### src/rtl/bitwise_writeback.sv
// Bitwise-unit writeback: 2-entry FIFO to the regfile plus {P,N,Z,C} flags; 1-cycle latency, in_ready = (count != 2) from registered state.
// Optional even-parity flag P is compiled in with BITWISE_WB_PARITY_EN; otherwise flags[3] is tied to 0.
package bitwise_writeback_pkg;
   typedef logic [63:0] ulong_t;
   typedef logic [3:0]  sizeFlags_t;
   localparam sizeFlags_t BITS_8  = 4'b0001;
   localparam sizeFlags_t BITS_16 = 4'b0010;
   localparam sizeFlags_t BITS_32 = 4'b0100;
   localparam sizeFlags_t BITS_64 = 4'b1000;
endpackage

module bitwise_writeback
   import bitwise_writeback_pkg::*;
#(
   parameter int unsigned DEST_W = 5
) (
   input  logic              clk,
   input  logic              reset,
   input  logic              in_valid,
   output logic              in_ready,
   input  ulong_t            in_result,
   input  logic              in_carry,
   input  sizeFlags_t        in_size,
   input  logic [DEST_W-1:0] in_dest,
   input  logic              in_flags_we,
   output logic              wb_valid,
   input  logic              wb_ready,
   output logic [63:0]       wb_data,
   output logic [DEST_W-1:0] wb_dest,
   output logic [3:0]        flags
);

   ulong_t            mem_q  [2];
   ulong_t            mem_d  [2];
   logic [DEST_W-1:0] dest_q [2];
   logic [DEST_W-1:0] dest_d [2];
   logic              wr_ptr_q, wr_ptr_d;
   logic              rd_ptr_q, rd_ptr_d;
   logic [1:0]        count_q, count_d;
   logic [2:0]        nzc_q, nzc_d;
   ulong_t            sized_w;
   logic              msb_w;
   logic              accept_w;
   logic              deq_w;

   // Unrecognized size encodings fall through to the full 64-bit width.
   always_comb begin
      sized_w = in_result;
      msb_w   = in_result[63];
      case (in_size)
         BITS_8:  begin sized_w = {56'b0, in_result[7:0]};  msb_w = in_result[7];  end
         BITS_16: begin sized_w = {48'b0, in_result[15:0]}; msb_w = in_result[15]; end
         BITS_32: begin sized_w = {32'b0, in_result[31:0]}; msb_w = in_result[31]; end
         default: ;
      endcase
   end

   // Reset overrides the visible handshake so same-cycle traffic is ignored.
   assign wb_valid = !reset && (count_q != 2'd0);
   assign in_ready = reset || (count_q != 2'd2);
   assign accept_w = in_valid && in_ready && !reset;
   assign deq_w    = wb_valid && wb_ready;
   assign wb_data  = reset ? 64'b0 : mem_q[rd_ptr_q];
   assign wb_dest  = reset ? '0 : dest_q[rd_ptr_q];

   always_comb begin
      mem_d    = mem_q;
      dest_d   = dest_q;
      wr_ptr_d = wr_ptr_q;
      rd_ptr_d = rd_ptr_q;
      nzc_d    = nzc_q;
      count_d  = count_q + {1'b0, accept_w} - {1'b0, deq_w};
      if (accept_w) begin
         mem_d[wr_ptr_q]  = sized_w;
         dest_d[wr_ptr_q] = in_dest;
         wr_ptr_d         = ~wr_ptr_q;
         if (in_flags_we) begin
            nzc_d = {msb_w, (sized_w == 64'b0), in_carry};
         end
      end
      if (deq_w) begin
         rd_ptr_d = ~rd_ptr_q;
      end
   end

   always_ff @(posedge clk) begin
      if (reset) begin
         mem_q[0]  <= '0;
         mem_q[1]  <= '0;
         dest_q[0] <= '0;
         dest_q[1] <= '0;
         wr_ptr_q  <= 1'b0;
         rd_ptr_q  <= 1'b0;
         count_q   <= 2'd0;
         nzc_q     <= 3'b0;
      end else begin
         mem_q    <= mem_d;
         dest_q   <= dest_d;
         wr_ptr_q <= wr_ptr_d;
         rd_ptr_q <= rd_ptr_d;
         count_q  <= count_d;
         nzc_q    <= nzc_d;
      end
   end

`ifdef BITWISE_WB_PARITY_EN
   logic par_q, par_d;

   always_comb begin
      par_d = par_q;
      if (accept_w && in_flags_we) begin
         par_d = ~^sized_w;
      end
   end

   always_ff @(posedge clk) begin
      if (reset) begin
         par_q <= 1'b0;
      end else begin
         par_q <= par_d;
      end
   end

   assign flags = reset ? 4'b0 : {par_q, nzc_q};
`else
   assign flags = reset ? 4'b0 : {1'b0, nzc_q};
`endif

endmodule

### config.mk
export PLATFORM = sky130hd
export DESIGN_NAME = bitwise_writeback
export DESIGN_NICKNAME = d
export VERILOG_FILES = /design/src/rtl/bitwise_writeback.sv
export SDC_FILE = /design/constraint.sdc
export NUM_CORES = 1
export LEC_CHECK = 0
export CAP_MARGIN = 25
export CORE_UTILIZATION = 45
export DETAILED_ROUTE_END_ITERATION = 8
export PLACE_DENSITY = 0.84
export SETUP_SLACK_MARGIN = 0.3
export SYNTH_ARGS = -nofsm -noshare
export SYNTH_HDL_FRONTEND = slang
export SYNTH_SLANG_ARGS = --single-unit
### constraint.sdc
create_clock -name clk -period 3.3 [get_ports clk]
set_input_delay 0.825 -clock clk [delete_from_list [all_inputs] [get_ports clk]]
set_output_delay 0.825 -clock clk [all_outputs]
set_load 0.02 [all_outputs]
==> key figures <==
Yosys
  – Sequential area share after synthesis: 0.4349
  – Syn Area/Cell: 8.460 um^2
  – Library cells used by synthesis: 42
  – Flops & latches, synth: 145
  – Synth warn: 0
  – Ranking of synthesized cells by area: dfxtp_1, nand3b_1, mux2i_1
  – Leading area contributor after synthesis: dfxtp_1
  – Top-area cell type share of the netlist area: 0.4349
  – Synth Instances: 789
  – Synthesized area: 6675 um^2
  – Synth Net Count: 870

Cells and area
  – Fin cells: 1107
  – Share of cells above drive strength 1: 0.06826
  – Diode count: 0
  – Post-Route Utilization: 0.6179
  – Final nets: 992
  – Layout area overhead: 34.02%

GRT
  – Antenna violations before repair: 0
  – First-pass GRT wire length: between 20000 and 30000 um
  – Vias in the first global route: 5471
  – Grt ovf: 0
  – Largest net degree at the start of global routing: 68
  – Gr usage total: 0.2295

Worst setup path
  – Critical path type: input pin to primary output
  – RR Endpoint: mem_q[45]$_SDFFE_PP0P_
  – CP cell instances: buf_4, buf_4, nor2b_1, clkdlybuf4s50_1
  – Crit-path most repeated cell: buf_4
  – Crit path largest cell delay: 0.65 ns
  – Slowest stage cell, crit path: clkdlybuf4s50_1
  – WP depth: 4
  – CP endpoint: flags[1]
  – Reg2reg start: count_q[0]$_SDFF_PP0_
  – Worst path required time: 2.47 ns
  – Critical path launch point: reset
  – Max FO, Critical Path: 38
  – Worst setup EP type: primary output
  – CP Buf/Inv Count: 3
  – Worst R2R Setup Slack: 1.51 ns
  – CP top delay family: buffers and inverters
  – Worst Reg-to-Reg Cells: 5
  – Crit path DAT: roughly 2.1 ns
  – Worst Setup Start Kind: input pin

Timing
  – Tightest Pin Transition: ~0.8 ns
  – Fin crit share: 0.8929
  – Final setup fails: 0
  – Worst rel slew slack: 0.4746
  – Unrepaired setup endpoints after global routing: false
  – Skew final: around 0.0057 ns
  – Fin. max-slew vios: 0
  – Hold Vio Cnt, Final: 0
  – Worst Setup Slack, final: 0.3536 ns
  – Final min period: approximately 2.9 ns
  – Fmax: 339.4 MHz
  – TNS Setup: 0 ns

Place
  – Total placed cells including tap cells: 1072
  – Final HPWL DP: between 10000 and 15000 um
  – Buffers on Ports: ~150
  – Pre-CTS WS: roughly 0.33 ns
  – GPL Wtd Cong: about 0.8

CTS
  – CTS Buf Count: 17
  – Post-CTS Hold Fix Bufs: 0
  – Post-CTS Resized: 0
  – H-tree levels: 4
  – Clock slew at reported path FFs: 0.06 ns
  – TritonCTS clock tree: yes
  – Postcts setup bufs: 4
  – Clock Latency Late Sink: between 0.4 and 0.5 ns
  – CTS Buffer Depth: 2
  – Clock tree root driver cell: clkbuf_16
  – Clk sink count: 145

Routing
  – Drt wl/cell: 15.68 um
  – WL final: 17360 um
  – # DRC: 0
  – Post-DRT Antenna Nets: 0
  – Avg Vias per Cell: ~5.5
  – Pre-antenna DRT Iters: 5
  – Routed via count: 6114
  – 1st-iter DRT viols: 535

Power
  – Power Density: 512.4 nW/um^2
  – Lkg Pwr: 3.200 nW
  – Power Total: about 4.6 mW
  – Max IR drop VDD: 0.0003483 V

Floorplanning
  – Die height: 123.8 um
  – Die X-Extent: between 100 and 150 um
  – Die area: ~15000 um^2
  – Initial Util: 0.4610
  – Row cnt: 44
  – # IOs: 154
  – Core ar.: 14480 um^2

Run
  – Max cap viols: 0

Outcome
  – Status: finished, final reports clean

Min path
  – Hold crit path type: flop to flop
==> per-stage QoR <==
step / instance area [um^2] / hold slack, ns
floorplan: 6675 / 0.4357
global placement: 8353 / 0.4413
detailed placement: 8353 / 0.4456
CTS: 8946 / 0.4533
global route: 8946 / 0.4725
finish: 8946 / 0.4508
==> synth_stat cells <==
master,count
a211o_1,1
a211oi_2,1
a21oi_1,17
a21oi_2,1
a32o_1,1
and2_1,1
and2b_1,1
and3_1,1
and3b_1,3
buf_1,3
buf_2,22
buf_4,4
buf_6,2
clkbuf_1,41
clkbuf_2,1
conb_1,1
dfxtp_1,145
ha_1,2
inv_1,2
mux2_2,1
mux2i_1,69
nand2_1,86
nand2_2,4
nand2b_1,2
nand3_1,18
nand3_2,1
nand3b_1,123
nand4_1,3
nor2_1,72
nor2b_1,4
nor3_1,1
nor3b_1,1
nor4_1,15
o211ai_1,1
o21ai_0,80
o21ai_1,49
o21ba_2,1
o22ai_1,1
or2_2,1
or3_1,1
xnor2_1,3
xor2_1,2
==> tightest hold or removal path, cell delays in order, from the launching register on <==
cell     delay (ns)
dfxtp_1        0.30
nand2_1        0.05
a21oi_1        0.05
==> kinds of logic (layout without fill, tap and decap cells) <==
logic type / count (synthesis) / in the layout / share of synthesized area
flops: 145 / 145 / 0.4349
xor+xnor: 5 / 5 / 0.006562
compound gates: 153 / 153 / 0.1190
buf+inv: 75 / 209 / 0.05098
other cells: 1 / 1 / 0.0005618
mux: 70 / 70 / 0.1052
simple gates: 338 / 338 / 0.2791
fa+ha+maj: 2 / 2 / 0.003748
==> power breakdown <==
part	total (mW)	leakage, nW	switching, mW	internal (mW)
clock network	1.80	0.277	0.695	1.11
logic	0.840	1.74	0.442	0.399
registers	1.94	1.18	0.0663	1.88
==> worst min-delay path by stage <==
stage	from	end	depth (start not counted)
3_5_place_dp	mem_q[73]$_SDFFE_PP0P_	mem_q[73]$_SDFFE_PP0P_	2
6_report	mem_q[76]$_SDFFE_PP0P_	mem_q[76]$_SDFFE_PP0P_	2
3_3_place_gp	mem_q[73]$_SDFFE_PP0P_	mem_q[73]$_SDFFE_PP0P_	2
4_1_cts	mem_q[73]$_SDFFE_PP0P_	mem_q[73]$_SDFFE_PP0P_	2
5_1_grt	mem_q[72]$_SDFFE_PP0P_	mem_q[72]$_SDFFE_PP0P_	2
2_1_floorplan	mem_q[72]$_SDFFE_PP0P_	mem_q[72]$_SDFFE_PP0P_	2
==> cells in the final DEF (no fill, tap or decap), drive strengths merged, types with 2 or more instances in the layout <==
cell type      netlist  layout
clkdlybuf4s50        0     151
dfxtp              145     145
o21ai              129     129
nand3b             123     123
nand2               90      90
nor2                72      72
mux2i               69      69
clkbuf              42      25
buf                 31      25
nand3               19      19
a21oi               18      18
nor4                15      15
clkinv               0       5
nor2b                4       4
xnor2                3       3
and3b                3       3
nand4                3       3
nand2b               2       2
inv                  2       2
xor2                 2       2
ha                   2       2
==> layout make-up <==
cell class              count  area [um^2]
clock buffers              25        495.5
clock inverters             6        55.05
fillers                  1240         5533
inverters                   2        7.507
multi-input cells         569         3440
flip-flops and latches    145         2907
well taps                 184        230.2
repair buffers            176         1812
==> metal layers <==
layer  vias up  global-route usage  share of wire
li1       2991                   -              -
met1      2834              0.3057           0.45
met2       267              0.3583           0.46
met3        22             0.05861          0.070
met4         0             0.08057          0.012
met5         -                   0              0
==> registers in the layout (all words and copies together) (netlist names) <==
register  count
wr_ptr_q      1
mem_q       128
dest_q       10
count_q       2
rd_ptr_q      1
nzc_q         3
No activity file was read; power rests on OpenSTA's default activity.
